--- config.mk ---
export PLATFORM = sky130hd
export DESIGN_NAME = action_mapper
export DESIGN_NICKNAME = d
export VERILOG_FILES = /design/src/rtl/action_mapper.sv
export SDC_FILE = /design/constraint.sdc
export NUM_CORES = 1
export LEC_CHECK = 0
export CORE_ASPECT_RATIO = 1.1
export CORE_MARGIN = 1.5
export CORE_UTILIZATION = 43
export CTS_BUF_LIST = sky130_fd_sc_hd__clkbuf_2
export DETAILED_ROUTE_END_ITERATION = 10
export PLACE_DENSITY = 0.9
export SLEW_MARGIN = 20
export SYNTH_ARGS = -nofsm -noshare
export SYNTH_HDL_FRONTEND = slang
export SYNTH_SLANG_ARGS = --single-unit
--- constraint.sdc ---
create_clock -name clk -period 4.9 [get_ports clk]
set_input_delay 0.735 -clock clk [delete_from_list [all_inputs] [get_ports clk]]
set_output_delay 0.735 -clock clk [all_outputs]
set_load 0.05 [all_outputs]
--- src/rtl/action_mapper.sv ---
// action_mapper: turns PS/2 scancodes, mouse button levels and gyro samples
// into per-player action vectors (registered levels plus 1-cycle rise pulses).
// Ports:
//   clk, rst        clock, async active-high reset
//   scancode        PS/2 byte, qualified by scancode_valid (1-cycle strobe)
//   mouse_btn       mouse button levels {M,R,L} -> MOUSE_PLAYER bits [2:0]
//   angular_v       signed gyro sample, qualified by angular_valid
//   clear           sync: drop held keys, abort swing, reset prefix decoder
//   input_signal    [p*ACTION_W+a] registered action levels
//   action_rise     [p*ACTION_W+a] 1-cycle pulse on 0->1 of input_signal
//   kbd_error       1-cycle pulse after a keyboard error byte (00/FF)
module action_mapper #(
  parameter int unsigned NUM_PLAYERS   = 4,
  parameter int unsigned ACTION_W      = 6,
  parameter logic [NUM_PLAYERS*ACTION_W-1:0][8:0] KEYMAP = '0,
  parameter int unsigned MOUSE_PLAYER  = 0,
  parameter int unsigned SENSOR_PLAYER = 1,
  parameter int unsigned SWING_BIT     = 5,
  parameter logic [15:0] SWING_THRESH  = 16'd2000,
  parameter logic [15:0] SWING_HYST    = 16'd500,
  parameter int unsigned SWING_PULSE   = 8,
  parameter int unsigned PREFIX_TMO    = 65535
) (
  input  logic                            clk,
  input  logic                            rst,
  input  logic [7:0]                      scancode,
  input  logic                            scancode_valid,
  input  logic [2:0]                      mouse_btn,
  input  logic [15:0]                     angular_v,
  input  logic                            angular_valid,
  input  logic                            clear,
  output logic [NUM_PLAYERS*ACTION_W-1:0] input_signal,
  output logic [NUM_PLAYERS*ACTION_W-1:0] action_rise,
  output logic                            kbd_error
);

  localparam int unsigned N       = NUM_PLAYERS * ACTION_W;
  localparam int unsigned TMO_W   = $clog2(PREFIX_TMO + 1);
  localparam int unsigned PULSE_W = $clog2(SWING_PULSE + 1);
  localparam logic [15:0] REARM   = SWING_THRESH - SWING_HYST;

  typedef enum logic [1:0] {P_IDLE, P_EXT, P_BRK, P_EXT_BRK} pfx_t;
  typedef enum logic [1:0] {S_ARMED, S_FIRE, S_COOL} swing_t;

  pfx_t               pfx_q, pfx_d;
  logic [TMO_W-1:0]   tmo_q, tmo_d;
  logic [N-1:0]       key_q, key_d;
  logic               err_d;
  swing_t             swg_q, swg_d;
  logic [PULSE_W-1:0] pcnt_q, pcnt_d;
  logic [15:0]        abs_v;
  logic               swing;
  logic [N-1:0]       next_sig;
  logic [ACTION_W-1:0] mouse_vec;

  // Prefix decoder and key-held table
  always_comb begin
    logic       do_make, do_brk, ext;
    logic [8:0] code;
    pfx_d   = pfx_q;
    tmo_d   = tmo_q;
    key_d   = key_q;
    err_d   = 1'b0;
    do_make = 1'b0;
    do_brk  = 1'b0;
    ext     = 1'b0;
    if (clear) begin
      pfx_d = P_IDLE;
      tmo_d = '0;
      key_d = '0;
    end else if (scancode_valid) begin
      tmo_d = '0;
      if (scancode == 8'h00 || scancode == 8'hFF) begin
        key_d = '0;
        err_d = 1'b1;
        pfx_d = P_IDLE;
      end else if (scancode != 8'hE1) begin
        // E1 (Pause) is swallowed without touching the decoder state
        unique case (pfx_q)
          P_IDLE: begin
            if (scancode == 8'hE0)      pfx_d = P_EXT;
            else if (scancode == 8'hF0) pfx_d = P_BRK;
            else                        do_make = 1'b1;
          end
          P_EXT: begin
            ext = 1'b1;
            if (scancode == 8'hF0)      pfx_d = P_EXT_BRK;
            else if (scancode != 8'hE0) do_make = 1'b1;
          end
          P_BRK: begin
            if (scancode != 8'hE0 && scancode != 8'hF0) do_brk = 1'b1;
          end
          default: begin
            ext = 1'b1;
            if (scancode != 8'hE0 && scancode != 8'hF0) do_brk = 1'b1;
          end
        endcase
      end
      code = {ext, scancode};
      if (do_make || do_brk) begin
        pfx_d = P_IDLE;
        for (int unsigned i = 0; i < N; i++) begin
          if (KEYMAP[i] != 9'h000 && KEYMAP[i] == code) key_d[i] = do_make;
        end
      end
    end else if (pfx_q != P_IDLE) begin
      // A half-received prefix is dropped after PREFIX_TMO quiet cycles
      if (tmo_q == TMO_W'(PREFIX_TMO)) begin
        pfx_d = P_IDLE;
        tmo_d = '0;
      end else begin
        tmo_d = tmo_q + TMO_W'(1);
      end
    end
  end

  // Saturating magnitude of the gyro sample
  always_comb begin
    if (!angular_v[15])              abs_v = angular_v;
    else if (angular_v == 16'h8000)  abs_v = 16'h7FFF;
    else                             abs_v = ~angular_v + 16'd1;
  end

  // Swing detector with hysteresis
  always_comb begin
    swg_d  = swg_q;
    pcnt_d = pcnt_q;
    unique case (swg_q)
      S_ARMED: begin
        if (angular_valid && abs_v >= SWING_THRESH) begin
          swg_d  = S_FIRE;
          pcnt_d = PULSE_W'(SWING_PULSE);
        end
      end
      S_FIRE: begin
        if (pcnt_q <= PULSE_W'(1)) begin
          swg_d  = S_COOL;
          pcnt_d = '0;
        end else begin
          pcnt_d = pcnt_q - PULSE_W'(1);
        end
      end
      S_COOL: begin
        if (angular_valid && abs_v < REARM) swg_d = S_ARMED;
      end
      default: swg_d = S_ARMED;
    endcase
    if (clear) begin
      swg_d  = S_COOL;
      pcnt_d = '0;
    end
  end

  assign swing     = (swg_q == S_FIRE);
  assign mouse_vec = ACTION_W'(mouse_btn);

  // OR together keyboard, mouse and gyro sources
  always_comb begin
    next_sig = key_q;
    for (int unsigned p = 0; p < NUM_PLAYERS; p++) begin
      for (int unsigned a = 0; a < ACTION_W; a++) begin
        if (p == MOUSE_PLAYER && a < 3)
          next_sig[p*ACTION_W+a] = next_sig[p*ACTION_W+a] | mouse_vec[a];
        if (p == SENSOR_PLAYER && a == SWING_BIT)
          next_sig[p*ACTION_W+a] = next_sig[p*ACTION_W+a] | swing;
      end
    end
  end

  always_ff @(posedge clk or posedge rst) begin
    if (rst) begin
      pfx_q        <= P_IDLE;
      tmo_q        <= '0;
      key_q        <= '0;
      swg_q        <= S_ARMED;
      pcnt_q       <= '0;
      input_signal <= '0;
      action_rise  <= '0;
      kbd_error    <= 1'b0;
    end else begin
      pfx_q        <= pfx_d;
      tmo_q        <= tmo_d;
      key_q        <= key_d;
      swg_q        <= swg_d;
      pcnt_q       <= pcnt_d;
      input_signal <= next_sig;
      action_rise  <= next_sig & ~input_signal;
      kbd_error    <= err_d;
    end
  end

endmodule
# Word level (Yosys, flattened, before mapping)
# Index checks and enable logic that the tools add are counted.
[totals]
input_bits = 32
word_cells = 53
register_bits = 79
[op_classes]
n_reduce_logical = 11
n_addsub = 2
magnitude_cmp = 3
n_eq_ne = 7
bitwise_logic = 7
mux = 17
[op_table]
columns = ["operator", "count"]
rows = [
  ["$mux W24", 3],
  ["$mux W16", 2],
  ["$and A24 B24 Y24", 1],
  ["$not A24 Y24", 1],
  ["$add A16 B1 Y16 const B", 1],
  ["$eq A16 B16 Y1 const B", 1],
  ["$ge A16 B11 Y1 const B", 1],
  ["$lt A16 B11 Y1 const B", 1],
  ["$not A16 Y16", 1],
  ["$mux W4", 3],
  ["$eq A8 B8 Y1 const B", 1],
  ["$logic_not A8 Y1", 1],
  ["$mux W2", 4],
  ["$pmux W4 S2", 1],
  ["$ne A3 B3 Y1 const B", 2],
  ["$pmux W2 S3", 1],
  ["$le A4 B1 Y1 const B", 1],
  ["$or A1 B1 Y1", 4],
  ["$reduce_and A2 Y1", 2],
  ["$reduce_bool A2 Y1", 2],
  ["$sub A4 B1 Y4 const B", 1],
  ["$mux W1", 3],
  ["$ne A3 B2 Y1 const B", 1],
  ["$reduce_and A3 Y1", 1],
  ["other kinds (6)", 7],
]

# Logic depth before layout (Yosys ltp)
[logic_depth]
word_depth = 9
mapped_depth = 9
ltp_nobuf = 9

# Worst setup path after synthesis
# OpenSTA, ideal clock, no wires.
[synth_timing]
kind = "input-to-reg"
startpoint = "input angular_v[0]"
endpoint = "register swg_q[0]"
t_arrival_ps = 2443
path_slack_ps = 2345
path_stages = 9
path_buffers = 0
t_required_ps = 4789
setup_time_ps = 111
cell_sequence = "inv_1 ha_1 nor4b_2 nand2_1 o31ai_1 xor2_1 o31ai_2 a21oi_1 a2111oi_2"
[synth_via]
elab_chain_cells = 8
[synth_lines]
columns = ["item", "line", "rtl"]
rows = [
  ["from (decl)", "29", "input logic [15:0] angular_v,"],
  ["$not A16 Y16", "121", "else abs_v = ~angular_v + 16'd1;"],
  ["$add A16 B1 Y16", "121", ""],
  ["$mux W16", "120", "else if (angular_v == 16'h8000) abs_v = 16'h7FFF;"],
  ["$mux W16 (*)", "119", "if (!angular_v[15]) abs_v = angular_v;"],
  ["$lt A16 B11 Y1 / $ge A16 B11 Y1 (equally long branches)", "144, 130", ""],
  ["$logic_and A1 B1 Y1, on equally long branches", "144, 130", ""],
  ["$ne A3 B3 Y1 (no line)", "-", ""],
  ["$reduce_and A3 Y1 (no line) (*)", "-", ""],
  ["to (signal assigned)", "184", "swg_q <= swg_d;"],
  ["to (decl)", "49", "swing_t swg_q, swg_d;"],
]
# Mark *: on every way between the ends. The rest lies on a longest branch, timed or not.
# A chain may end at the register's enable or synchronous reset.

# Final worst setup path
[layout_timing]
startpoint = "input angular_v[3]"
endpoint = "register swg_q[0]"
# The elaborated chain is that of the path after synthesis.

==> run_results.csv <==
group,metric,value,unit
yosys,syn_area_per_cell,8.34,um2
floorplanning,die_x,58.7,um
cells_and_area,drive_gt1_share,6.51,%
timing,rsz0062_at_grt,"false",
floorplanning,die_area,3770,um2
timing,setup_tns,0,ps
timing,slew_viol_final,0,
placement,place_area,1740,um2
global_route,antenna_found_initial,0,
worst_setup_path,cp_max_fo,8,
worst_setup_path,critPathSlowestCell,"nor3_1",
yosys,ys_types,46,
worst_setup_path,end_kind,"flop",
pwr,p_per_area,190,nW/um2
pwr,vdd_drop_max,0.0000564,V
cells_and_area,area_growth,19.6,%
global_route,grt_max_degree,18,
timing,post-route-period-util,62.8,%
placement,gp_congestion,0.822,
placement,place_worst_setup_slack,1530,ps
clock_tree,clock_latency,260,ps
route,drt_iter0_drc,20,
worst_setup_path,critPathRequiredTime,5060,ps
route,wirelength,2850,um
flow_run,drv_cap,0,
worst_setup_path,reg2reg_depth,7,
worst_setup_path,timing.rr.start,"pcnt_q[0]",
route,drt-vias-per-instance,5.06,
yosys,synth_top_area_cell,"dfrtp_1",
global_route,grt_pass1_wl,4680,um
yosys,ys_ff_latch,15,
cells_and_area,antennaDiodeCount,0,
worst_hold_path,min_path_type,"flop to flop",
timing,finalHoldViolations,0,
global_route,grt_pass1_vias,1089,
worst_setup_path,cp_cell_sequence,"clkdlybuf4s50_1, nor3_1, nand2_1, o31ai_1, xor2_1, o31ai_2, a21oi_1, a2111oi_2",
clock_tree,cts_buffers,3,
clock_tree,path_clk_slew,130,ps
clock_tree,cts_hold_buf,0,
worst_setup_path,crit_end,"swg_q[0]",
worst_setup_path,rrSetupSlack,3190,ps
route,ant_nets,0,
global_route,track_usage,15.5,%
clock_tree,cts.repair.resized,0,
timing,relSlewSlack,57.6,%
yosys,ys_warn_count,0,
yosys,ys_seq_area_share,25.6,%
timing,period_needed,3080,ps
timing,worst_clock_skew,0.737,ps
yosys,synth_top_area_share,25.6,%
floorplanning,start_util,44.4,%
timing,tightestPinTransition,630,ps
route,routed.top_layer,"met4",
global_route,grt_remaining_overflow,0,
cells_and_area,nNetsFinal,251,
yosys,async_flop_share,100,%
floorplanning,pin_count,81,
clock_tree,ctsRootBufferMaster,"clkbuf_2",
worst_setup_path,crit_type,"primary input to flop",
timing,setup_ws,1820,ps
route,wl_per_cell,11.3,um
status,status,"finished with violations",
pwr,cellLeakagePower,0.755,nW
floorplanning,row_count,22,
status,violations,"design-rule violations",
route,firstDrtPassIters,7,
yosys,syn_inst,176,
timing,fmax,0.325,GHz
clock_tree,post_cts_buffers,0,
worst_setup_path,cp-start-kind,"primary input",
yosys,synth_area_leaders,"dfrtp_1 26%, buf_4 21%, o21ai_0 3.1%",
clock_tree,clkSinkCount,15,
floorplanning,core-area,3300,um2
route,drt-met1-wl,1170,um
floorplanning,die_h,64.3,um
yosys,synth_edf_count,0,
clock_tree,cts_buffer_depth,2,
worst_setup_path,cp.arrival,3240,ps
timing,setup_viol,0,
placement,dp.final_hpwl,2380,um
worst_setup_path,rr_endpoint,"pcnt_q[2]",
clock_tree,cts_max_level,1,
route,vias,1269,
cells_and_area,stdcell_area,1760,um2
route,met3_wirelength,171,um
yosys,mappedNetlistArea,1470,um2
yosys,synthFlopType,"dfrtp_1",
route,wl_met2,1500,um
route,drc_errors,1,
worst_setup_path,cp-startpoint,"angular_v[3]",
placement,numPortBuffers,40,
clock_tree,cts_tree,"done",
worst_setup_path,max_stage_delay,580,ps
-- sequential cells by signal, indices dropped and copies added, names as in the netlist --
register      count
action_rise       4
input_signal      4
kbd_error         1
pcnt_q            4
swg_q             2
-- cells in the final DEF (no fill, tap or decap), types with 2 or more instances in the layout --
master and instances:
a21oi_1 8, o21a_1 2, o31ai_1 3, inv_1 8
or3_1 3, nand4b_1 3, a41oi_1 2, clkbuf_2 3
o21bai_1 2, xor2_1 3, conb_1 40, o21ai_0 9
mux2i_1 3, nor3_1 8, nand3_1 3, dfrtp_1 15
or2_2 2, nand2_1 5, nand2b_1 2, nor2_1 10
nand4_1 4, nor4_1 5, ha_1 3, nor2b_1 4
a31oi_1 2, nor3b_1 2, clkdlybuf4s50_1 40, a211oi_1 2
o211ai_1 3
-- synth_stat cells, drive strengths merged, types with 2 or more instances --
| cell | instances |
|---|---|
| buf | 42 |
| dfrtp | 15 |
| nor2 | 10 |
| o21ai | 9 |
| a21oi | 8 |
| inv | 8 |
| nor3 | 8 |
| nand2 | 5 |
| nor4 | 5 |
| nand4 | 4 |
| nor2b | 4 |
| o31ai | 4 |
| or3 | 4 |
| ha | 3 |
| mux2i | 3 |
| nand3 | 3 |
| nand4b | 3 |
| o211ai | 3 |
| xor2 | 3 |
| a211oi | 2 |
| a31oi | 2 |
| a41oi | 2 |
| clkbuf | 2 |
| nand2b | 2 |
| nor3b | 2 |
| o21a | 2 |
| o21bai | 2 |
| o31a | 2 |
| or2 | 2 |
| or4 | 2 |
-- worst min path at each step --
stage | cells after the start | endpoint | slack, ps | from
after floorplan | 1 | swg_q[0] | 430 | swg_q[1]
after global placement | 1 | action_rise[2] | 410 | input_signal[2]
after detailed placement | 1 | action_rise[2] | 410 | input_signal[2]
after CTS | 1 | action_rise[2] | 430 | input_signal[2]
after global routing | 1 | action_rise[2] | 450 | input_signal[2]
final | 1 | action_rise[2] | 430 | input_signal[2]
-- metal layers --
metal	vias to the layer above	track usage, %
li1	642	-
met1	572	19.0
met2	53	27.9
met3	2	1.21
met4	0	5.11
met5	-	0
-- where the power goes --
| part | internal (mW) | switching (mW) | leakage [nW] |
|---|---|---|---|
| Sequential | 0.127 | 0.00165 | 0.194 |
| Combinational | 0.0408 | 0.109 | 0.544 |
| Clock | 0.0185 | 0.0362 | 0.0164 |
-- through the flow --
step	hold slack, ps	cells	util [%]	total power, mW
3_3_place_gp	412	247	52.5	0.278
2_1_floorplan	431	215	-	0.264
4_1_cts	433	251	53.1	0.335
3_5_place_dp	413	247	52.5	0.280
6_report	428	251	53.1	0.333
5_1_grt	452	251	53.1	0.351
-- worst max-delay path: cells and delay by family --
| family | cells | cell delay (ps) |
|---|---|---|
| simple gates | 2 | 790 |
| buf+inv | 1 | 520 |
| xor+xnor | 1 | 150 |
| compound gates | 4 | 1050 |
-- cells by family after synthesis --
family	share of synthesized area, %
XOR/XNOR	2.39
AND/OR/NAND/NOR	21.8
buffers and inverters	24.1
other	0.256
AO/OA/AOI/OAI	21.2
multiplexers	2.05
adder cells (fa/ha/maj)	2.56
flip-flops	25.6
-- area by class of cell --
type,instances,area [um2]
Clock buffer,3,15.0
Inverter,8,30.0
Clock inverter,1,5.00
Fill cell,344,1550
Multi-Input combinational cell,148,885
Tap cell,36,45.0
Sequential cell,15,375
Timing Repair Buffer,40,400
Power figures use the tool's default switching activity.
